--- src/rtl/status_flag_scheduler_pkg.sv ---
// status_flag_scheduler_pkg: condition codes, flag indices and FSM encoding shared by the scheduler.
// rev 1.0
`default_nettype none

package status_flag_scheduler_pkg;

  localparam logic [3:0] COND_EQ = 4'b0000;
  localparam logic [3:0] COND_NE = 4'b0001;
  localparam logic [3:0] COND_CS = 4'b0010;
  localparam logic [3:0] COND_CC = 4'b0011;
  localparam logic [3:0] COND_MI = 4'b0100;
  localparam logic [3:0] COND_PL = 4'b0101;
  localparam logic [3:0] COND_VS = 4'b0110;
  localparam logic [3:0] COND_VC = 4'b0111;
  localparam logic [3:0] COND_HI = 4'b1000;
  localparam logic [3:0] COND_LS = 4'b1001;
  localparam logic [3:0] COND_GE = 4'b1010;
  localparam logic [3:0] COND_LT = 4'b1011;
  localparam logic [3:0] COND_GT = 4'b1100;
  localparam logic [3:0] COND_LE = 4'b1101;
  localparam logic [3:0] COND_AL = 4'b1110;
  localparam logic [3:0] COND_NV = 4'b1111;

  localparam int FLAG_N = 3;
  localparam int FLAG_Z = 2;
  localparam int FLAG_C = 1;
  localparam int FLAG_V = 0;

  localparam logic [1:0] PEND_MAX = 2'd3;

  typedef enum logic [1:0] {
    ST_IDLE  = 2'd0,
    ST_DRAIN = 2'd1,
    ST_WRITE = 2'd2,
    ST_ACK   = 2'd3
  } fsm_state_t;

endpackage

`default_nettype wire

--- src/rtl/status_flag_scheduler_cond_check.sv ---
// status_flag_scheduler_cond_check: ARM condition-code evaluation on {N,Z,C,V}.
// rev 1.0
`default_nettype none

module status_flag_scheduler_cond_check
  import status_flag_scheduler_pkg::*;
(
  input  logic [3:0] cond,
  input  logic [3:0] flags,
  output logic       pass
);

  logic n;
  logic z;
  logic c;
  logic v;

  assign n = flags[FLAG_N];
  assign z = flags[FLAG_Z];
  assign c = flags[FLAG_C];
  assign v = flags[FLAG_V];

  always_comb begin
    pass = 1'b0;
    case (cond)
      COND_EQ: pass = z;
      COND_NE: pass = !z;
      COND_CS: pass = c;
      COND_CC: pass = !c;
      COND_MI: pass = n;
      COND_PL: pass = !n;
      COND_VS: pass = v;
      COND_VC: pass = !v;
      COND_HI: pass = c && !z;
      COND_LS: pass = !c || z;
      COND_GE: pass = (n == v);
      COND_LT: pass = (n != v);
      COND_GT: pass = !z && (n == v);
      COND_LE: pass = z || (n != v);
      COND_AL: pass = 1'b1;
      COND_NV: pass = 1'b0;
    endcase
  end

endmodule

`default_nettype wire

--- src/rtl/status_flag_scheduler.sv ---
// status_flag_scheduler: flag-hazard stall, in-flight setter count and status-register write arbitration.
// rev 1.0
`default_nettype none

module status_flag_scheduler
  import status_flag_scheduler_pkg::*;
(
  input  logic       clk,
  input  logic       rst,
  input  logic [3:0] flags_cur,
  input  logic       id_valid,
  input  logic [3:0] id_cond,
  input  logic       id_sets_flags,
  input  logic       advance,
  input  logic       flush,
  input  logic       ex_update,
  input  logic [3:0] ex_flags,
  input  logic       msr_req,
  input  logic [3:0] msr_data,
  output logic [3:0] sr_input,
  output logic       sr_update,
  output logic       cond_pass,
  output logic       stall,
  output logic       msr_ack
);

  logic [1:0] pend_cnt;
  logic [3:0] msr_hold;
  fsm_state_t state;
  fsm_state_t state_nxt;
  logic       setter_issue;
  logic       drain_ok;

  status_flag_scheduler_cond_check u_cond_check (
    .cond  (id_cond),
    .flags (flags_cur),
    .pass  (cond_pass)
  );

  // Conditional instructions wait until every in-flight setter has committed.
  always_comb begin
    stall = 1'b0;
    if (!rst) begin
      stall = id_valid &&
              ((id_cond != COND_AL && (pend_cnt != 2'd0 || ex_update)) ||
               (id_sets_flags && pend_cnt == PEND_MAX) ||
               (state != ST_IDLE && (id_cond != COND_AL || id_sets_flags)));
    end
  end

  assign setter_issue = id_valid && id_sets_flags && advance && !stall;
  assign drain_ok     = (pend_cnt == 2'd0) && !ex_update;

  always_ff @(posedge clk or posedge rst) begin
    if (rst) begin
      pend_cnt <= 2'd0;
    end else if (flush) begin
      pend_cnt <= 2'd0;
    end else if (setter_issue && !ex_update) begin
      pend_cnt <= pend_cnt + 2'd1;
    end else if (!setter_issue && ex_update && pend_cnt != 2'd0) begin
      pend_cnt <= pend_cnt - 2'd1;
    end
  end

  always_ff @(posedge clk or posedge rst) begin
    if (rst) begin
      state    <= ST_IDLE;
      msr_hold <= 4'd0;
    end else begin
      state <= state_nxt;
      if (state == ST_IDLE && msr_req) begin
        msr_hold <= msr_data;
      end
    end
  end

  // The ALU commit always wins the register port; a pending software write just waits.
  always_comb begin
    state_nxt = state;
    msr_ack   = 1'b0;
    sr_update = 1'b0;
    sr_input  = 4'd0;
    case (state)
      ST_IDLE:  if (msr_req) state_nxt = drain_ok ? ST_WRITE : ST_DRAIN;
      ST_DRAIN: if (drain_ok) state_nxt = ST_WRITE;
      ST_WRITE: if (!ex_update) state_nxt = ST_ACK;
      ST_ACK: begin
        msr_ack   = 1'b1;
        state_nxt = ST_IDLE;
      end
    endcase
    if (ex_update) begin
      sr_update = 1'b1;
      sr_input  = ex_flags;
    end else if (state == ST_WRITE) begin
      sr_update = 1'b1;
      sr_input  = msr_hold;
    end
    if (rst) begin
      sr_update = 1'b0;
      sr_input  = 4'd0;
    end
  end

endmodule

`default_nettype wire

--- config.mk ---
export PLATFORM = sky130hd
export DESIGN_NAME = status_flag_scheduler
export DESIGN_NICKNAME = d
export VERILOG_FILES = /design/src/rtl/status_flag_scheduler_pkg.sv /design/src/rtl/status_flag_scheduler_cond_check.sv /design/src/rtl/status_flag_scheduler.sv
export SDC_FILE = /design/constraint.sdc
export NUM_CORES = 1
export LEC_CHECK = 0
export CAP_MARGIN = 20
export CORE_MARGIN = 1
export CORE_UTILIZATION = 40
export DETAILED_ROUTE_END_ITERATION = 8
export GPL_TIMING_DRIVEN = 0
export PLACE_DENSITY = 0.8
export SETUP_SLACK_MARGIN = 0.02
export SLEW_MARGIN = 20
export SYNTH_ARGS = -nofsm -noshare
export SYNTH_HDL_FRONTEND = slang
export SYNTH_SLANG_ARGS = --single-unit
export TNS_END_PERCENT = 20
--- constraint.sdc ---
create_clock -name clk -period 4.5 [get_ports clk]
set_input_delay 1.35 -clock clk [delete_from_list [all_inputs] [get_ports clk]]
set_output_delay 1.35 -clock clk [all_outputs]
set_load 0.01 [all_outputs]
==> key figures, run 1 <==
Outcome
  • Status: finished clean

Worst hold path
  • Min-Delay Path Class: register to register

Logic synthesis
  • Simple-Gate Fraction of Synth Area: 21.3%
  • Count leader, synth: nor2_1
  • Largest family of logic cells by synthesized area: compound AO/OA/AOI/OAI gates
  • Syn_nets: 128
  • Synth unique cells: 34
  • #FFs+latches synth: 8
  • Area share of fa/ha/maj cells after synthesis: 7.56%
  • Fraction of registers with async set/reset: 100%
  • Post-synthesis compound-gate area fraction: 22.5%
  • Post-synth EDFFs: 0
  • Commonest cells post-synth: nor2_1 (12), dfrtp_1 (8), nand2_1 (7)
  • Post-Syn Area: 827 um^2
  • Cell taking the most area after synthesis: dfrtp_1
  • Synth Area in XOR/XNOR: 3.18%
  • Sequential share of the synthesized area: 24.2%
  • Multiplexer share of the synthesized area: 12.7%
  • Main area contributors after synthesis: dfrtp_1 (24%), ha_1 (7.6%), mux2i_1 (7.3%), mux2_2 (5.4%), nor2_1 (5.4%)
  • Yosys warns: 0
  • Post-Syn Instances: 99
  • Top-area cell type share of the netlist area: 24.2%
  • Post-synth top flop: dfrtp_1
  • Post-synthesis average cell area: 8.35 um^2

Setup path
  • Critical path type: input pin to primary output
  • Worst Setup End Kind: primary output
  • Worst Setup Start Kind: input pin
  • CP Data Required Time: 3150 ps
  • Worst Path Max Fanout: 10
  • Crit path DAT: 3070 ps

Placed design
  • Pre-CTS setup slack: -274 ps
  • Port Buf Inserts: 28
  • HPWL after detailed placement: 1.54 mm
  • GPL Wtd Cong: 0.744
  • Dpl cell area: 0.00114 mm^2

Timing
  • Highest clock rate: 0.226 GHz
  • Period minus WS final: 4420 ps
  • Period utilization: 98.2%
  • Final Worst Setup Slack: 78.8 ps
  • Final number of hold-violating endpoints: 0
  • Sum Neg Setup Slack: 0 ps
  • Clock skew: 0.179 ps
  • Relative max-transition margin: 67.0%
  • Worst-Margin Slew: 489 ps
  • Final setup fails: 0
  • Final Max Slew Viols: 0
  • RSZ-0062 raised after global routing: yes

GRT
  • Vias in the first global route: 747
  • Global-route wire length before repair: 2.90 mm
  • Initial antenna violation count: 0
  • GR Overflow Total: 0
  • Largest net degree at the start of global routing: 12
  • All-layer global routing usage: 19.1%

Clock network
  • Clk sinks: 8
  • # H-tree levels: 1
  • Root Buffer: clkbuf_4
  • TritonCTS clock tree: done
  • Clock-pin slew on the worst setup and hold paths: 50 ps
  • Clock Path Buffers: 2
  • Later-pin clock latency in the skew report: 260 ps
  • Cts-stage hold buffer count: 0
  • Total CTS buffers: 3

Final layout
  • Final nets: 161
  • Share of layout cells above drive strength 1: 16.2%
  • # diodes: 0
  • Syn-to-layout area delta: 44.0%
  • Post-route cell area: 0.00119 mm^2

Power and ir drop
  • Power Total: 0.000390 W
  • Design internal power: 0.000243 W
  • Combinational group share of total power: 54.9%
  • Sw power: 0.000146 W
  • Clk pwr share: 14.3%
  • Switching Share: 37.6%
  • Worst VDD drop: 0.243 mV
  • Pleak: 0.500 nW
  • Sequential Power Share: 30.7%
  • PwrDens: 327 mW/mm^2

Floorplan
  • Initial core utilization: 42.2%
  • Die Footprint: 0.00225 mm^2
  • Core area: 0.00196 mm^2
  • IO Count: 32
  • Die width: 47.5 um
  • Row count: 16
  • Die height: 47.5 um

Routing
  • DRT antenna net count: 0
  • Per-cell routed wire length: 12.7 um
  • DR pass1 iterations: 5
  • Via density: 5.35
  • WL final: 1.99 mm
  • Via count: 840
  • DRC viols: 0
  • Drt initial violations: 13

Run
  • Max Cap Violations: 0
## cell usage in the layout (no fill, tap or decap), drive strengths merged, types with 4 or more instances in the layout
master         instances
ha                     5
nor2                  12
nand2                  7
mux2                   4
inv                    6
buf                    6
mux2i                  6
dfrtp                  8
nor3                   6
o21ai                  8
a21oi                  7
clkdlybuf4s50         26
## area by class of cell
| type | instances | area (um^2) |
|---|---|---|
| clock buffers | 3 | 22.5 |
| well taps | 27 | 33.8 |
| flip-flops and latches | 8 | 200 |
| plain buffers | 6 | 57.6 |
| multi-input cells | 78 | 564 |
| fillers | 177 | 771 |
| inverters | 7 | 30.0 |
| repair buffers | 28 | 283 |
## registers in the layout, summed over array words and instances (netlist names)
register and flops:
msr_hold 4, pend_cnt 2, state 2
## metrics by stage
step	util [%]	hold slack, ps	cells
3_5_place_dp	58.2	498	154
6_report	60.7	506	157
2_1_floorplan	-	479	99
5_1_grt	60.7	514	157
3_3_place_gp	58.2	487	154
4_1_cts	60.3	510	157
## cells by family after synthesis
| logic type | count (synthesis) |
|---|---|
| simple gates | 34 |
| compound gates | 26 |
| buf+inv | 13 |
| mux | 10 |
| flops | 8 |
| fa+ha+maj | 5 |
| xor+xnor | 3 |
## final timing paths
kind                            slack [ps]        start  depth (start not counted)          end
worst max-delay path                    80   id_cond[0]                          8    cond_pass
worst min-delay path                   510  msr_hold[0]                          1  msr_hold[0]
worst max register to register        2760  pend_cnt[1]                          5  pend_cnt[1]
worst min register to register         510  msr_hold[0]                          1  msr_hold[0]
max in group asynchronous             2940          rst                          2     state[0]
min in group asynchronous             1380          rst                          2  pend_cnt[0]
## timing repair
action                     in CTS  in global routing
resized for setup               8                  3
gates cloned                    0                  0
setup buffers                   0                  0
setup endpoints to repair       7                  7
## power groups by stage
stage	clock (W)	sequential [W]	combinational, W
after floorplan	0	0.000115	0.000137
final	0.0000559	0.000120	0.000214
after CTS	0.0000580	0.000119	0.000214
after detailed placement	0	0.000120	0.000211
after global placement	0	0.000118	0.000199
after global routing	0.0000605	0.000122	0.000230
## critical path, stage by stage
cell and delay [ps]:
clkdlybuf4s50_1 510, buf_6 160, nor2_1 50, o21a_1 90, o32a_1 290, a311oi_2 250, o32ai_1 120, clkdlybuf4s15_1 240
## layer usage
| layer | vias up | routed length (um) | global-route usage [%] |
|---|---|---|---|
| met4 | 0 | 72 | 15.4 |
| met3 | 7 | 83 | 3.40 |
| met2 | 20 | 1030 | 35.3 |
| met5 | - | 0 | 0 |
| li1 | 420 | - | - |
| met1 | 393 | 802 | 18.4 |
(Power assumes the default switching activity.)
==> inputs of run 2 (changes only) <==
- CORE_MARGIN: 1 -> 10
==> key figures, run 2 (synthesis results as in run 1) <==
Placed design
  • Dpl cell area: 0.00114 mm^2 (unchanged)
  • GPL Wtd Cong: 0.754 (+1.4%)
  • Port Buf Inserts: 28 (unchanged)
  • Placed insts: 154 (unchanged)
  • HPWL after detailed placement: 1.80 mm (+17%)

Setup path
  • CP Buf/Inv Count: 4 (+1)
  • Largest stage delay, worst path: 560 ps (+50 ps)
  • FF-to-FF setup slack: 2790 ps (+30 ps)
  • Highest-delay cell along the critical path: clkdlybuf4s50_1
  • Critical path type: input pin to primary output
  • Worst Setup End Kind: primary output
  • Crit path launch: id_cond[0]
  • Delay-heaviest family, CP: buffers and inverters
  • Worst Setup Start Kind: input pin
  • Worst r2r dst: pend_cnt[1]
  • R2R depth: 5 (unchanged)
  • Worst Path Max Fanout: 9 (-1)
  • R2r startpoint: pend_cnt[1]
  • CP Data Required Time: 3150 ps (about the same)
  • CP most frequent cell: clkdlybuf4s50_1
  • Worst setup endpoint: stall
  • Critical-path cell list: clkdlybuf4s50_1 > buf_6 > buf_4 > nand4b_1 > o22ai_1 > a21oi_1 > clkdlybuf4s50_1
  • CP Depth: 7 (-1)
  • Crit path DAT: 3030 ps (-40 ps)

Clock network
  • # H-tree levels: 1 (unchanged)
  • Clock Path Buffers: 2 (unchanged)
  • Later-pin clock latency in the skew report: 250 ps (about the same)
  • Cts-stage hold buffer count: 0 (unchanged)
  • Clk sinks: 8 (unchanged)
  • Total CTS buffers: 3 (unchanged)
  • Root Buffer: clkbuf_4
  • Clock-pin slew on the worst setup and hold paths: 50 ps (about the same)
  • TritonCTS clock tree: done

Timing
  • Sum Neg Setup Slack: 0 ps (unchanged)
  • Highest clock rate: 0.228 GHz (+0.95%)
  • Period minus WS final: 4380 ps (-41.8 ps)
  • Final setup fails: 0 (unchanged)
  • Clock skew: 4.25 ps (+4.07 ps)
  • Period utilization: 97.3% (-0.93 points)
  • Relative max-transition margin: 75.6% (+8.6 points)
  • Final number of hold-violating endpoints: 0 (unchanged)
  • Worst-Margin Slew: 363 ps (-126 ps)
  • Min Hold Slack: 515 ps (+8.78 ps)
  • Final Max Slew Viols: 0 (unchanged)
  • RSZ-0062 raised after global routing: yes

Final layout
  • Commonest cells after routing, fill and taps aside: clkdlybuf4s50_1 (27), nor2_1 (12), dfrtp_1 (8)
  • # diodes: 0 (unchanged)
  • Share of layout cells above drive strength 1: 19.7% (+3.5 points)
  • Final nets: 163 (+1.2%)
  • FILL cells: 179 (+1.1%)
  • Syn-to-layout area delta: 46.4%
  • Max reg flops: 4 (unchanged)
  • Post-route cell area: 0.00121 mm^2 (+1.7%)
  • Biggest register: msr_hold
  • Cell Count, Final, Fillers Out: 159 (+1.3%)
  • Final Util: 61.7% (+1.0 points)
  • Biggest registers after layout: msr_hold x4, pend_cnt x2, state x2
  • Commonest non-fill, non-tap cell in the layout: clkdlybuf4s50_1

Routing
  • Per-cell routed wire length: 13.9 um (+10%)
  • Drt initial violations: 43 (+30)
  • WL final: 2.22 mm (+12%)
  • DRC viols: 0 (unchanged)
  • DR pass1 iterations: 4 (-1)
  • Via density: 5.27 (-1.5%)
  • Via count: 838 (-0.24%)
  • DRT antenna net count: 0 (unchanged)

Floorplan
  • Core area: 0.00196 mm^2 (unchanged)
  • Die Footprint: 0.00429 mm^2 (+90%)
  • Die height: 65.5 um (+38%)
  • Initial core utilization: 42.2% (unchanged)
  • IO Count: 32 (unchanged)
  • Die width: 65.5 um (+38%)
  • Row count: 16 (unchanged)

GRT
  • All-layer global routing usage: 10.0% (-9.1 points)
  • Global-route wire length before repair: 3.62 mm (+25%)
  • Vias in the first global route: 852 (+14%)
  • GR Overflow Total: 0 (unchanged)
  • Largest net degree at the start of global routing: 12 (unchanged)
  • Initial antenna violation count: 0 (unchanged)

Power and ir drop
  • PwrDens: 320 mW/mm^2 (-2.3%)
  • Pleak: 0.504 nW (+0.73%)
  • Worst VDD drop: 0.231 mV (-5.1%)

Run
  • Max Cap Violations: 0 (unchanged)

Outcome
  • Status: finished clean

Worst hold path
  • Min-delay src: msr_hold[3]
  • Hold Path Cell Cnt: 1 (unchanged)
  • Min-Delay Path Class: register to register
==> run 2: cell count changes in the layout (fill, tap and decap cells not counted), sizes merged <==
cell	previous run	this run
clkdlybuf4s50	26	27
dlymetal6s2s	1	0
clkbuf	3	4
buf	6	8
clkdlybuf4s15	1	0
==> run 2: timing repair <==
action,CTS,global route
gates resized for setup,9,6
buffers inserted,0,2
endpoints found under the setup margin,7,2
pin swaps,0,1
==> run 2: area by class of cell <==
class / count / area, um^2 / share of cell area [%]
sequential: 8 / 200 / 16.5
inverter: 7 / 30.0 / 2.48
tap: 27 / 33.8 / 2.79
multi-input combinational: 78 / 577 / 47.6
clock buffer: 3 / 22.5 / 1.86
buffer: 6 / 57.6 / 4.75
timing repair buffer: 30 / 290 / 24.0
==> run 2: metal layers <==
layer  global-route usage, %  wire length, um  vias to the layer above
li1                        -                -                      430
met1                    9.36              832                      385
met2                    19.8             1220                       21
met3                    3.90              157                        2
met4                    2.41                8                        0
met5                       0                0                        -
==> run 2: per-stage QoR <==
stage	total power, W	setup slack (ps)
final	0.000387	121
after global routing	0.000426	5.92
after floorplan	0.000253	824
after detailed placement	0.000331	-317
after CTS	0.000389	44.9
after global placement	0.000319	-280
==> run 2: how the worst min path moves through the flow <==
stage / end / slack, ps
detailed placement: msr_hold[3] / 510
floorplan: msr_hold[0] / 480
finish: msr_hold[3] / 520
global route: msr_hold[3] / 530
global placement: msr_hold[3] / 490
CTS: msr_hold[3] / 520
==> run 2: power breakdown <==
group          internal, W  switching (W)
Sequential        0.000101      0.0000195
Clock            0.0000304      0.0000227
Combinational     0.000112       0.000102
Total             0.000243       0.000144
==> run 2: worst reg2reg max path: stages (launching register included) <==
cell and delay, ps:
dfrtp_1 440, nor3_2 330, o211ai_2 140, a21oi_4 220, o21ai_1 90, a2111oi_2 370
==> inputs of run 3 (changes only) <==
- CAP_MARGIN: 20 -> default
- CORE_MARGIN: 10 -> 1
==> results of run 3 <==
Same layout as run 1: the final DEF is identical, and so are final timing and power.
